--- src/rtl/mult_arbiter_seq.sv ---
// Round-robin arbiter and sequencer for the shared shift-add signed multiplier datapath.
// Optional abort support is compiled in when MULT_ARB_ABORT_EN is defined.
module mult_arbiter_seq #(
    parameter int NUM_REQ = 2,
    parameter int WIDTH   = 8,
    localparam int IDW    = $clog2(NUM_REQ)
) (
    input  logic                       Clk,
    input  logic                       Reset,
    input  logic [NUM_REQ-1:0]         req,
    input  logic [NUM_REQ*WIDTH-1:0]   opa,
    input  logic [NUM_REQ*WIDTH-1:0]   opb,
`ifdef MULT_ARB_ABORT_EN
    input  logic                       abort,
    output logic                       aborted,
`endif
    output logic [NUM_REQ-1:0]         grant,
    output logic                       busy,
    output logic [WIDTH-1:0]           dp_switches,
    output logic                       dp_clr_ld,
    output logic                       dp_add,
    output logic                       dp_sub,
    output logic                       dp_shift,
    input  logic                       dp_m,
    input  logic [WIDTH-1:0]           a_val,
    input  logic [WIDTH-1:0]           b_val,
    output logic [2*WIDTH-1:0]         result,
    output logic [IDW-1:0]             result_id,
    output logic                       result_valid
);

    localparam int CW = $clog2(WIDTH + 1);
    localparam logic [CW-1:0] LAST_BIT = CW'(WIDTH - 1);

    typedef enum logic [2:0] {
        S_IDLE    = 3'd0,
        S_LOAD    = 3'd1,
        S_ADD     = 3'd2,
        S_SHIFT   = 3'd3,
        S_CAPTURE = 3'd4
    } state_t;

    state_t               state_q, state_d;
    logic [IDW-1:0]       rr_q, rr_d;
    logic [CW-1:0]        cnt_q, cnt_d;
    logic [WIDTH-1:0]     opa_q, opa_d;
    logic [WIDTH-1:0]     opb_q, opb_d;
    logic [IDW-1:0]       id_q, id_d;
    logic [2*WIDTH-1:0]   result_q, result_d;
    logic [IDW-1:0]       result_id_q, result_id_d;
    logic                 result_valid_q, result_valid_d;
    logic                 aborted_q, aborted_d;
    logic                 abort_req;

    logic [WIDTH-1:0]     opa_arr [NUM_REQ];
    logic [WIDTH-1:0]     opb_arr [NUM_REQ];

    genvar gi;
    generate
        for (gi = 0; gi < NUM_REQ; gi++) begin : g_slice
            assign opa_arr[gi] = opa[gi*WIDTH +: WIDTH];
            assign opb_arr[gi] = opb[gi*WIDTH +: WIDTH];
        end
    endgenerate

`ifdef MULT_ARB_ABORT_EN
    assign abort_req = abort;
    assign aborted   = aborted_q;
`else
    assign abort_req = 1'b0;
`endif

    // First asserted request at or after the round-robin pointer, wrapping around.
    logic           found;
    logic [IDW-1:0] win;
    logic [IDW-1:0] win_next;

    always_comb begin
        found = 1'b0;
        win   = '0;
        for (int k = 0; k < NUM_REQ; k++) begin
            int idx;
            idx = int'(rr_q) + k;
            if (idx >= NUM_REQ) idx = idx - NUM_REQ;
            if (!found && req[idx]) begin
                found = 1'b1;
                win   = IDW'(idx);
            end
        end
        win_next = (int'(win) == NUM_REQ - 1) ? '0 : win + IDW'(1);
    end

    always_comb begin
        state_d        = state_q;
        rr_d           = rr_q;
        cnt_d          = cnt_q;
        opa_d          = opa_q;
        opb_d          = opb_q;
        id_d           = id_q;
        result_d       = result_q;
        result_id_d    = result_id_q;
        result_valid_d = 1'b0;
        aborted_d      = 1'b0;
        grant          = '0;
        busy           = 1'b0;
        dp_switches    = '0;
        dp_clr_ld      = 1'b0;
        dp_add         = 1'b0;
        dp_sub         = 1'b0;
        dp_shift       = 1'b0;

        case (state_q)
            S_IDLE: begin
                if (found && !abort_req && Reset) begin
                    grant   = NUM_REQ'(1) << win;
                    opa_d   = opa_arr[win];
                    opb_d   = opb_arr[win];
                    id_d    = win;
                    rr_d    = win_next;
                    state_d = S_LOAD;
                end
            end
            S_LOAD: begin
                busy        = 1'b1;
                dp_switches = opb_q;
                dp_clr_ld   = 1'b1;
                cnt_d       = '0;
                state_d     = S_ADD;
            end
            S_ADD: begin
                busy        = 1'b1;
                dp_switches = opa_q;
                // The multiplier's top bit carries negative weight, hence the final subtract.
                if (dp_m) begin
                    if (cnt_q == LAST_BIT) dp_sub = 1'b1;
                    else                   dp_add = 1'b1;
                end
                state_d = S_SHIFT;
            end
            S_SHIFT: begin
                busy        = 1'b1;
                dp_switches = opa_q;
                dp_shift    = 1'b1;
                cnt_d       = cnt_q + CW'(1);
                state_d     = (cnt_q == LAST_BIT) ? S_CAPTURE : S_ADD;
            end
            S_CAPTURE: begin
                busy           = 1'b1;
                dp_switches    = opa_q;
                result_d       = {a_val, b_val};
                result_id_d    = id_q;
                result_valid_d = 1'b1;
                state_d        = S_IDLE;
            end
            default: state_d = S_IDLE;
        endcase

        // An abort discards the job in flight, including one that is about to publish.
        if (abort_req && state_q != S_IDLE) begin
            state_d        = S_IDLE;
            result_d       = result_q;
            result_id_d    = result_id_q;
            result_valid_d = 1'b0;
            aborted_d      = 1'b1;
        end
    end

    always_ff @(posedge Clk) begin
        if (!Reset) begin
            state_q        <= S_IDLE;
            rr_q           <= '0;
            cnt_q          <= '0;
            opa_q          <= '0;
            opb_q          <= '0;
            id_q           <= '0;
            result_q       <= '0;
            result_id_q    <= '0;
            result_valid_q <= 1'b0;
            aborted_q      <= 1'b0;
        end else begin
            state_q        <= state_d;
            rr_q           <= rr_d;
            cnt_q          <= cnt_d;
            opa_q          <= opa_d;
            opb_q          <= opb_d;
            id_q           <= id_d;
            result_q       <= result_d;
            result_id_q    <= result_id_d;
            result_valid_q <= result_valid_d;
            aborted_q      <= aborted_d;
        end
    end

    assign result       = result_q;
    assign result_id    = result_id_q;
    assign result_valid = result_valid_q;

endmodule

--- config.mk ---
export PLATFORM = sky130hd
export DESIGN_NAME = mult_arbiter_seq
export DESIGN_NICKNAME = d
export VERILOG_FILES = /design/src/rtl/mult_arbiter_seq.sv
export SDC_FILE = /design/constraint.sdc
export NUM_CORES = 1
export LEC_CHECK = 0
export ABC_AREA = 0
export BUFFER_PORTS_ARGS = -buffer_cell sky130_fd_sc_hd__buf_2
export CORE_MARGIN = 2
export CORE_UTILIZATION = 35
export DETAILED_ROUTE_END_ITERATION = 8
export PLACE_DENSITY = 0.65
export SYNTH_ARGS = -nofsm -noshare
export SYNTH_HDL_FRONTEND = slang
export SYNTH_SLANG_ARGS = --single-unit
--- constraint.sdc ---
create_clock -name Clk -period 2.6 [get_ports Clk]
set_clock_uncertainty 0.15 [all_clocks]
set_input_delay 0.26 -clock Clk [delete_from_list [all_inputs] [get_ports Clk]]
set_output_delay 0.26 -clock Clk [all_outputs]
set_load 0.01 [all_outputs]
==> results by group, run 1 <==
Yosys
  • Synth Area in Adders: 0.635%
  • Synth warn: 0
  • Syn_area_per_cell: 8.84 µm²
  • Synth area leaders: dfxtp_1 44%, nand2_1 10%, a221o_1 8.1%
  • Main combinational cell family by area after synthesis: compound AO/OA/AOI/OAI gates
  • Leading area contributor after synthesis: dfxtp_1
  • Flops & latches, synth: 43
  • Post-synth ARST share: 0%
  • Post-synth top cells: 55 x nand2_1, 43 x dfxtp_1, 20 x a21boi_1, 18 x a21oi_1, 16 x a221o_1
  • Synthesized cell area: 1970 µm²
  • Simple-gate share of the synthesized area: 21.6%
  • Post-synthesis compound-gate area fraction: 26.0%
  • EDFF count, synth: 0
  • Sequential share of the synthesized area: 43.7%
  • Xor/xnor share of the synthesized area: 0.444%
  • Most frequent cell after synthesis: nand2_1
  • Ys flop type: dfxtp_1
  • Multiplexer area fraction after synthesis: 0.508%
  • Netlist cell types: 37
  • Syn nets: 277
  • Cell count after synthesis: 223
  • Post-synth top area share: 43.7%

Timing
  • Max Clock Freq: 423 MHz
  • Setup TNS: 0 ps
  • Count of final hold-check violations: 0
  • Worst slew margin: 52.2%
  • Min Tclk post-route: 2360 ps
  • Hold Slack: 32.6 ps
  • Final Slew Violations: 0
  • Final period utilization: 90.8%
  • Worst setup margin: 238 ps
  • RSZ-0062 raised after global routing: false
  • Setup violations, final: 0
  • Worst slew pin tran: 716 ps

Worst hold path
  • Worst Hold Endpoint: opb_q[2]
  • Worst hold-check path type: in -> reg
  • Hold Startpoint: opb[10]
  • WHS Path Cells: 2

Cells and area
  • Inserted Diodes: 0
  • Total of fill cells in the finished design: 563
  • Post-Route Utilization: 46.2%
  • Share of layout cells above drive strength 1: 34.2%
  • Final Cell Area: 2530 µm²
  • Area Overhead vs Synth: 28.3%
  • Final net count: 357

Place
  • Worst slack at placement: 536 ps
  • Hpwl dp: 3430 µm
  • Buffers on Ports: 85
  • GPL Wtd Cong: 0.770
  • Cell Area, Placed: 2410 µm²

Floorplan
  • Starting density of the core: 36.0%
  • Core Footprint: 5470 µm²
  • Die W: 79.0 µm
  • Io pins: 86
  • Die footprint: 6250 µm²
  • Rows: 27
  • Die H: 79.0 µm

Clocking
  • Worst-path clk slew: 80 ps
  • Post-cts hold buffer count: 0
  • Max clock buf depth: 2
  • CTS sink count: 43
  • Number of gates resized after cts: 0
  • CTS tree: done
  • # H-tree levels: 2
  • CTS root buf: clkbuf_8
  • Clock latency on the worst-skew pair: 290 ps
  • Post-CTS setup repair buffer count: 0
  • Number of buffers created by CTS: 5

Worst setup path
  • CP Data Arrival Time: 1950 ps
  • CP startpoint kind: flip-flop
  • Crit. End Element: output pin
  • FF-to-FF Start: state_q[0]
  • CP Data Required Time: 2190 ps
  • R2R Setup Slk: 580 ps
  • CP max FO: 13
  • Worst reg2reg endpoint: opa_q[5]
  • Worst setup path class: reg -> out
  • FF-to-FF path depth: 5

Global routing
  • Vias in the first global route: 1,606
  • Gr usage total: 15.3%
  • First-pass GRT wire length: 7550 µm
  • Total global routing overflow: 0
  • Initial antenna violation count: 0
  • Largest net degree at the start of global routing: 43

Drt
  • Antenna-violating nets left: 0
  • Post-DR vias/cell: 4.85
  • Total number of vias: 1,825
  • Initial DRC count: 85
  • Post-Route WL: 4780 µm
  • First-pass DRT Iterations: 4
  • DRC Markers: 0
  • Wire length per cell: 12.7 µm

Status
  • Status: finished clean

Run
  • MaxCap Viol Count: 0

Power and ir drop
  • Power Density: 574 nW/µm²
  • Cell leakage power: 1.15 nW
  • Peak supply drop: 233 µV
==> power breakdown <==
part / internal [mW] / switching, mW
sequential: 0.692 / 0.0235
clock: 0.311 / 0.224
combinational: 0.101 / 0.0986
total: 1.10 / 0.346
==> critical path: stages (launching register included) <==
cell and delay [ps]:
dfxtp_1 450, nor4b_4 360, buf_4 230, o211a_1 400
buf_2 210
==> flip-flops by register name (all words and copies together) (netlist names) <==
name          flops
opb_q             8
opa_q             8
result           16
rr_q              1
result_valid      1
id_q              1
cnt_q             4
state_q           3
result_id         1
==> cell usage in the layout, fill, tap and decap left out, types with 2 or more instances in the layout <==
cell type	count
nand2b_1	3
buf_4	7
a21oi_1	18
nand2_1	55
nor2b_1	4
dfxtp_1	43
nand3_1	4
inv_1	3
o21ai_1	2
a22o_1	7
a21boi_1	20
buf_2	85
a221o_1	16
nor3_1	3
nor3b_1	2
nor2_1	6
clkbuf_8	6
==> how the worst max path moves through the flow <==
stage          startpoint        endpoint  slack, ps  cells after the start
2_1_floorplan  state_q[1]  dp_switches[0]        920                      5
3_3_place_gp   state_q[0]        grant[0]        550                      4
3_5_place_dp   state_q[0]        grant[0]        540                      4
4_1_cts        state_q[0]        grant[0]        200                      4
5_1_grt        state_q[0]        grant[0]         60                      4
6_report       state_q[0]        grant[0]        240                      4
==> kinds of logic after synthesis <==
group | after synthesis
simple gates | 87
compound gates | 68
flops | 43
buf+inv | 22
xor+xnor | 1
mux | 1
fa+ha+maj | 1
==> layout make-up <==
type,count,area [µm²],share of cell area (%)
Sequential cell,43,861,34.1
Clock inverter,2,35.0,1.39
Timing Repair Buffer,92,478,18.9
Inverter,3,11.3,0.446
Clock buffer,6,82.6,3.27
Tap cell,72,90.1,3.56
Multi-Input combinational cell,158,970,38.4
==> layer usage <==
metal  track usage, %  up-vias  share of wire (%)
met4             4.14        0               0.92
met3             6.14        6                9.4
met5                0        -                  0
li1                 -      949                  -
met1             20.1      799                 46
met2             23.3       71                 43
==> through the flow <==
stage | std cells | power, mW
finish | 376 | 1.45
global route | 376 | 1.52
CTS | 376 | 1.47
detailed placement | 368 | 0.932
global placement | 368 | 0.929
floorplan | 223 | 0.858
(Power assumes the default switching activity.)
==> run 2, diff against run 1 <==
Settings changed: PLACE_DENSITY 0.65 to default.
==> run 2 against run 1 <==
  * Clock power is 12% lower
  * Core utilization is 0.11 points lower
  * Global-route usage fell by 0.10 points
  * Worst setup slack improved by 80 ps
  * Largest cell class unchanged
  * Via count is 0.71% lower
  * Design area shrank 0.25%
  * Non-clock buffer count is 1 higher
  * Die area unchanged
  * Hold slack got worse by 4.2 ps
  * Sequential cell count stayed put
==> results by group, run 2 (synthesis gave the netlist of run 1 again) <==
Place
  • GPL Wtd Cong: 0.757 (-1.6%)
  • Cell Area, Placed: 2420 µm² (+0.31%)
  • Worst slack at placement: 629 ps (+92.9 ps)
  • Hpwl dp: 3330 µm (-2.8%)
  • Inst Count DP: 369 (+0.27%)
  • Buffers on Ports: 85 (unchanged)

Timing
  • Final period utilization: 87.8% (-3.1 points)
  • Setup TNS: 0 ps (unchanged)
  • Max Clock Freq: 438 MHz (+3.5%)
  • Worst setup margin: 318 ps (+79.9 ps)
  • Min Tclk post-route: 2280 ps (-79.9 ps)
  • Count of final hold-check violations: 0 (unchanged)
  • Hold Slack: 28.4 ps (-4.19 ps)
  • Worst slew pin tran: 708 ps (-7.64 ps)
  • RSZ-0062 raised after global routing: false
  • Setup violations, final: 0 (unchanged)
  • Final Slew Violations: 0 (unchanged)
  • Worst slew margin: 52.8% (+0.51 points)

Cells and area
  • Total of fill cells in the finished design: 553 (-1.8%)
  • Sequential Area: 861 µm² (unchanged)
  • Final Cell Area: 2520 µm² (-0.25%)
  • Share of layout cells above drive strength 1: 34.4% (+0.22 points)
  • Largest register FFs: 16 (unchanged)
  • Most used cells in the layout excluding fill and tap cells: 85 x buf_2, 55 x nand2_1, 43 x dfxtp_1
  • Area Overhead vs Synth: 27.9%
  • Finished Layout Cells: 377 (+0.27%)
  • Inserted Diodes: 0 (unchanged)
  • Most common cell after layout, fill and taps aside: buf_2
  • Post-Route Utilization: 46.1% (-0.11 points)
  • Final net count: 358 (+0.28%)
  • Multi-input gate area: 970 µm² (unchanged)

Global routing
  • Initial antenna violation count: 0 (unchanged)
  • Vias in the first global route: 1,649 (+2.7%)
  • Met3 GRT Util: 4.77% (-1.4 points)
  • GR peak layer: met2
  • GR Layer Usage met1: 19.4% (-0.72 points)
  • Total global routing overflow: 0 (unchanged)
  • Gr usage total: 15.2% (-0.10 points)
  • Largest net degree at the start of global routing: 43 (unchanged)
  • First-pass GRT wire length: 7620 µm (+1.0%)
  • Global-route track usage on met2: 24.8% (+1.5 points)

Drt
  • DRC Markers: 0 (unchanged)
  • Post-Route WL: 4740 µm (-0.84%)
  • Post-DR vias/cell: 4.81 (-0.98%)
  • Total number of vias: 1,812 (-0.71%)
  • Antenna-violating nets left: 0 (unchanged)
  • Wire length per cell: 12.6 µm (-1.1%)
  • Initial DRC count: 111 (+31%)
  • First-pass DRT Iterations: 7 (+3)

Worst setup path
  • Crit-path cells: nor4b_4, o211a_1, buf_2
  • Slowest stage cell, crit path: o211a_1
  • Crit-path max cell delay: 490 ps (+40 ps)
  • Crit. End Element: output pin
  • WP buf/inv: 1 (-1)
  • Crit path max-delay family: compound AO/OA/AOI/OAI gates
  • CP Data Arrival Time: 1870 ps (-80 ps)
  • Worst setup path class: reg -> out
  • CP Data Required Time: 2190 ps (about the same)
  • CP max FO: 13 (unchanged)
  • CP startpoint kind: flip-flop

Clocking
  • Worst-path clk slew: 90 ps (about the same)
  • CTS tree: done
  • Number of buffers created by CTS: 5 (unchanged)
  • Post-CTS setup repair buffer count: 0 (unchanged)
  • CTS sink count: 43 (unchanged)
  • Max clock buf depth: 2 (unchanged)
  • Number of gates resized after cts: 0 (unchanged)
  • Clock latency on the worst-skew pair: 290 ps (about the same)
  • Post-cts hold buffer count: 0 (unchanged)
  • CTS root buf: clkbuf_8
  • # H-tree levels: 2 (unchanged)

Worst hold path
  • Worst hold-check path type: in -> reg

Floorplan
  • Rows: 27 (unchanged)
  • Die H: 79.0 µm (unchanged)
  • Io pins: 86 (unchanged)
  • Core Footprint: 5470 µm² (unchanged)
  • Die footprint: 6250 µm² (unchanged)
  • Starting density of the core: 36.0% (unchanged)
  • Die W: 79.0 µm (unchanged)

Power and ir drop
  • Total power: 1.39 mW (-4.3%)
  • Cell leakage power: 1.14 nW (-0.47%)
  • Power Density: 550 nW/µm² (-4.1%)
  • Peak supply drop: 229 µV (-1.8%)

Status
  • Status: finished clean

Run
  • MaxCap Viol Count: 0 (unchanged)
run 2: final cells by class:
class                           count  share of cell area, %
Sequential cell                    43                   34.1
Multi-Input combinational cell    158                   38.5
Timing Repair Buffer               93                   19.3
Inverter                            3                  0.447
Tap cell                           72                   3.57
Clock buffer                        7                   3.82
Clock inverter                      1                  0.298
run 2: worst paths after layout:
| check | end | from | cells after the start | slack, ps |
|---|---|---|---|---|
| max reg2reg | opa_q[0] | state_q[2] | 4 | 680 |
| min | opa_q[4] | opa[12] | 2 | 30 |
| min reg2reg | result[3] | result[3] | 2 | 300 |
| max | grant[0] | state_q[2] | 3 | 320 |
run 2: power by group:
group	total, mW	switching [mW]	leakage [nW]	internal (mW)
registers	0.713	0.0216	0.350	0.692
clock network	0.471	0.229	0.0505	0.242
logic	0.203	0.101	0.741	0.101
run 2: metal layers:
metal / vias up / share of wire [%]
met4: 0 / 0.84
met2: 75 / 44
met3: 4 / 8.4
met1: 791 / 46
li1: 942 / -
met5: - / 0
==> run 3, diff against run 2 <==
Settings changed: CORE_ASPECT_RATIO from default to 1.4.
==> run 3 against run 2 <==
  * Non-clock buffer count down 2
  * Core utilization shrank 0.22 points
  * Largest power group unchanged
  * Sequential power grew 1%
  * Critical path type unchanged
==> results by group, run 3 (synthesis gave the netlist of run 1 again) <==
Power and ir drop
  • Reg power frac: 49.4% (-2.0 points)
  • Power Density: 580 nW/µm² (+5.4%)
  • Cell leakage power: 1.14 nW (about the same)
  • Peak supply drop: 441 µV (+93%)
  • Sw frac: 24.4% (-0.95 points)
  • Gate power share: 13.2% (-1.4 points)
  • P_int: 1.10 mW (+6.5%)
  • Net Sw Power: 0.356 mW (+1.2%)
  • Clock power share: 37.4% (+3.5 points)

Worst setup path
  • Crit. End Element: output pin
  • CP startpoint kind: flip-flop
  • R2R Setup Slk: 530 ps (-150 ps)
  • FF-to-FF Start: state_q[1]
  • CP max FO: 16 (+3)
  • WP buf/inv: 2 (+1)
  • CP Data Required Time: 2190 ps (about the same)
  • Worst setup path class: reg -> out
  • CP Data Arrival Time: 1900 ps (+30 ps)
  • Crit-path cells: nor4b_4, buf_4, and3_1, buf_2
  • Crit-path max cell delay: 510 ps (+20 ps)
  • Worst reg2reg endpoint: opa_q[4]
  • Crit path max-delay family: simple AND/OR/NAND/NOR gates
  • FF-to-FF path depth: 5 (+1)
  • Slowest stage cell, crit path: dfxtp_1

Clocking
  • Number of buffers created by CTS: 5 (unchanged)
  • Clock latency on the worst-skew pair: 300 ps (about the same)
  • Number of gates resized after cts: 0 (unchanged)
  • Post-CTS setup repair buffer count: 0 (unchanged)
  • Max clock buf depth: 2 (unchanged)
  • CTS tree: done
  • # H-tree levels: 2 (unchanged)
  • Worst-path clk slew: 90 ps (about the same)
  • CTS sink count: 43 (unchanged)
  • CTS root buf: clkbuf_8
  • Post-cts hold buffer count: 0 (unchanged)

Global routing
  • Gr usage total: 16.0% (+0.83 points)
  • Largest net degree at the start of global routing: 43 (unchanged)
  • Vias in the first global route: 1,703 (+3.3%)
  • Initial antenna violation count: 0 (unchanged)
  • Total global routing overflow: 0 (unchanged)
  • First-pass GRT wire length: 7660 µm (+0.46%)

Cells and area
  • Area Overhead vs Synth: 27.6%
  • Most used cells in the layout excluding fill and tap cells: 85 x buf_2, 55 x nand2_1, 43 x dfxtp_1
  • Total of fill cells in the finished design: 564 (+2.0%)
  • Most common cell after layout, fill and taps aside: buf_2
  • Final net count: 356 (-0.56%)
  • Inserted Diodes: 0 (unchanged)
  • Finished Layout Cells: 371 (-1.6%)
  • Largest register FFs: 16 (unchanged)
  • Share of layout cells above drive strength 1: 34.0% (-0.43 points)

Drt
  • First-pass DRT Iterations: 4 (-3)
  • Antenna-violating nets left: 0 (unchanged)
  • DRC Markers: 0 (unchanged)
  • Post-Route WL: 4860 µm (+2.5%)
  • Post-DR vias/cell: 5.00 (+4.0%)
  • Wire length per cell: 13.1 µm (+4.2%)
  • Total number of vias: 1,855 (+2.4%)
  • Initial DRC count: 45 (-59%)

Floorplan
  • Die H: 92.8 µm (+17%)
  • Io pins: 86 (unchanged)
  • Die footprint: 6250 µm² (+0.13%)
  • Rows: 32 (+19%)
  • Die W: 67.4 µm (-15%)
  • Starting density of the core: 35.9% (-0.082 points)
  • Core Footprint: 5490 µm² (+0.23%)

Worst hold path
  • WHS Path Cells: 2 (unchanged)
  • Worst Hold Endpoint: opb_q[6]
  • Worst hold-check path type: in -> reg
  • Hold Startpoint: opb[14]

Timing
  • Hold Slack: 31.4 ps (+2.97 ps)
  • Max Clock Freq: 432 MHz (-1.4%)
  • Final Slew Violations: 0 (unchanged)
  • Final period utilization: 89.0% (+1.2 points)
  • Worst slew pin tran: 708 ps (+0.273 ps)
  • RSZ-0062 raised after global routing: false
  • Count of final hold-check violations: 0 (unchanged)
  • Setup TNS: 0 ps (unchanged)
  • Worst slew margin: 52.7% (about the same)
  • Min Tclk post-route: 2310 ps (+31.6 ps)
  • Setup violations, final: 0 (unchanged)

Run
  • MaxCap Viol Count: 0 (unchanged)

Status
  • Status: finished clean

Place
  • Buffers on Ports: 85 (unchanged)
  • Hpwl dp: 3510 µm (+5.3%)
  • Inst Count DP: 363 (-1.6%)
  • GPL Wtd Cong: 0.733 (-3.2%)
run 3: changes by cell type in the layout (fill, tap and decap cells not counted):
cell / change
buf_4: -2
clkbuf_8: -1
clkinv_2: +1
clkinvlp_4: -1
bufinv_16: +1
run 3: metal layers:
metal  up-vias  GRT usage, %  routed length [µm]
met2        70          28.1                2410
li1        939             -                   -
met4         0          5.78                  77
met5         -             0                   0
met3         7          4.74                 378
met1       839          17.9                1990
run 3: power by group through the flow:
stage / logic, mW / registers (mW) / clock network (mW)
global route: 0.214 / 0.725 / 0.594
CTS: 0.196 / 0.720 / 0.561
detailed placement: 0.194 / 0.736 / 0
floorplan: 0.137 / 0.721 / 0
finish: 0.192 / 0.721 / 0.545
global placement: 0.193 / 0.735 / 0
run 3: final cells by class:
class                           instances  area (µm²)  area share (%)
Tap cell                               68        85.1            3.38
Timing Repair Buffer                   91         470            18.7
Sequential cell                        43         861            34.2
Inverter                                3        11.3           0.448
Clock inverter                          2        35.0            1.39
Multi-Input combinational cell        158         970            38.6
Clock buffer                            6        82.6            3.28
run 3: metrics by stage:
| stage | utilization [%] | instance area (µm²) | total power [mW] | worst slack, ps |
|---|---|---|---|---|
| floorplan | - | 1970 | 0.858 | 921 |
| global placement | 43.7 | 2400 | 0.928 | 591 |
| detailed placement | 43.7 | 2400 | 0.931 | 545 |
| CTS | 45.8 | 2510 | 1.48 | 247 |
| global route | 45.8 | 2510 | 1.53 | 127 |
| finish | 45.8 | 2510 | 1.46 | 286 |
run 3: how the worst max path moves through the flow:
| stage | end | cells after the start | start | slack (ps) |
|---|---|---|---|---|
| floorplan | dp_switches[0] | 5 | state_q[1] | 920 |
| global placement | opb_q[2] | 5 | state_q[1] | 590 |
| detailed placement | opb_q[3] | 5 | state_q[1] | 540 |
| CTS | grant[1] | 4 | state_q[1] | 250 |
| global route | grant[1] | 4 | state_q[1] | 130 |
| finish | grant[1] | 4 | state_q[1] | 290 |
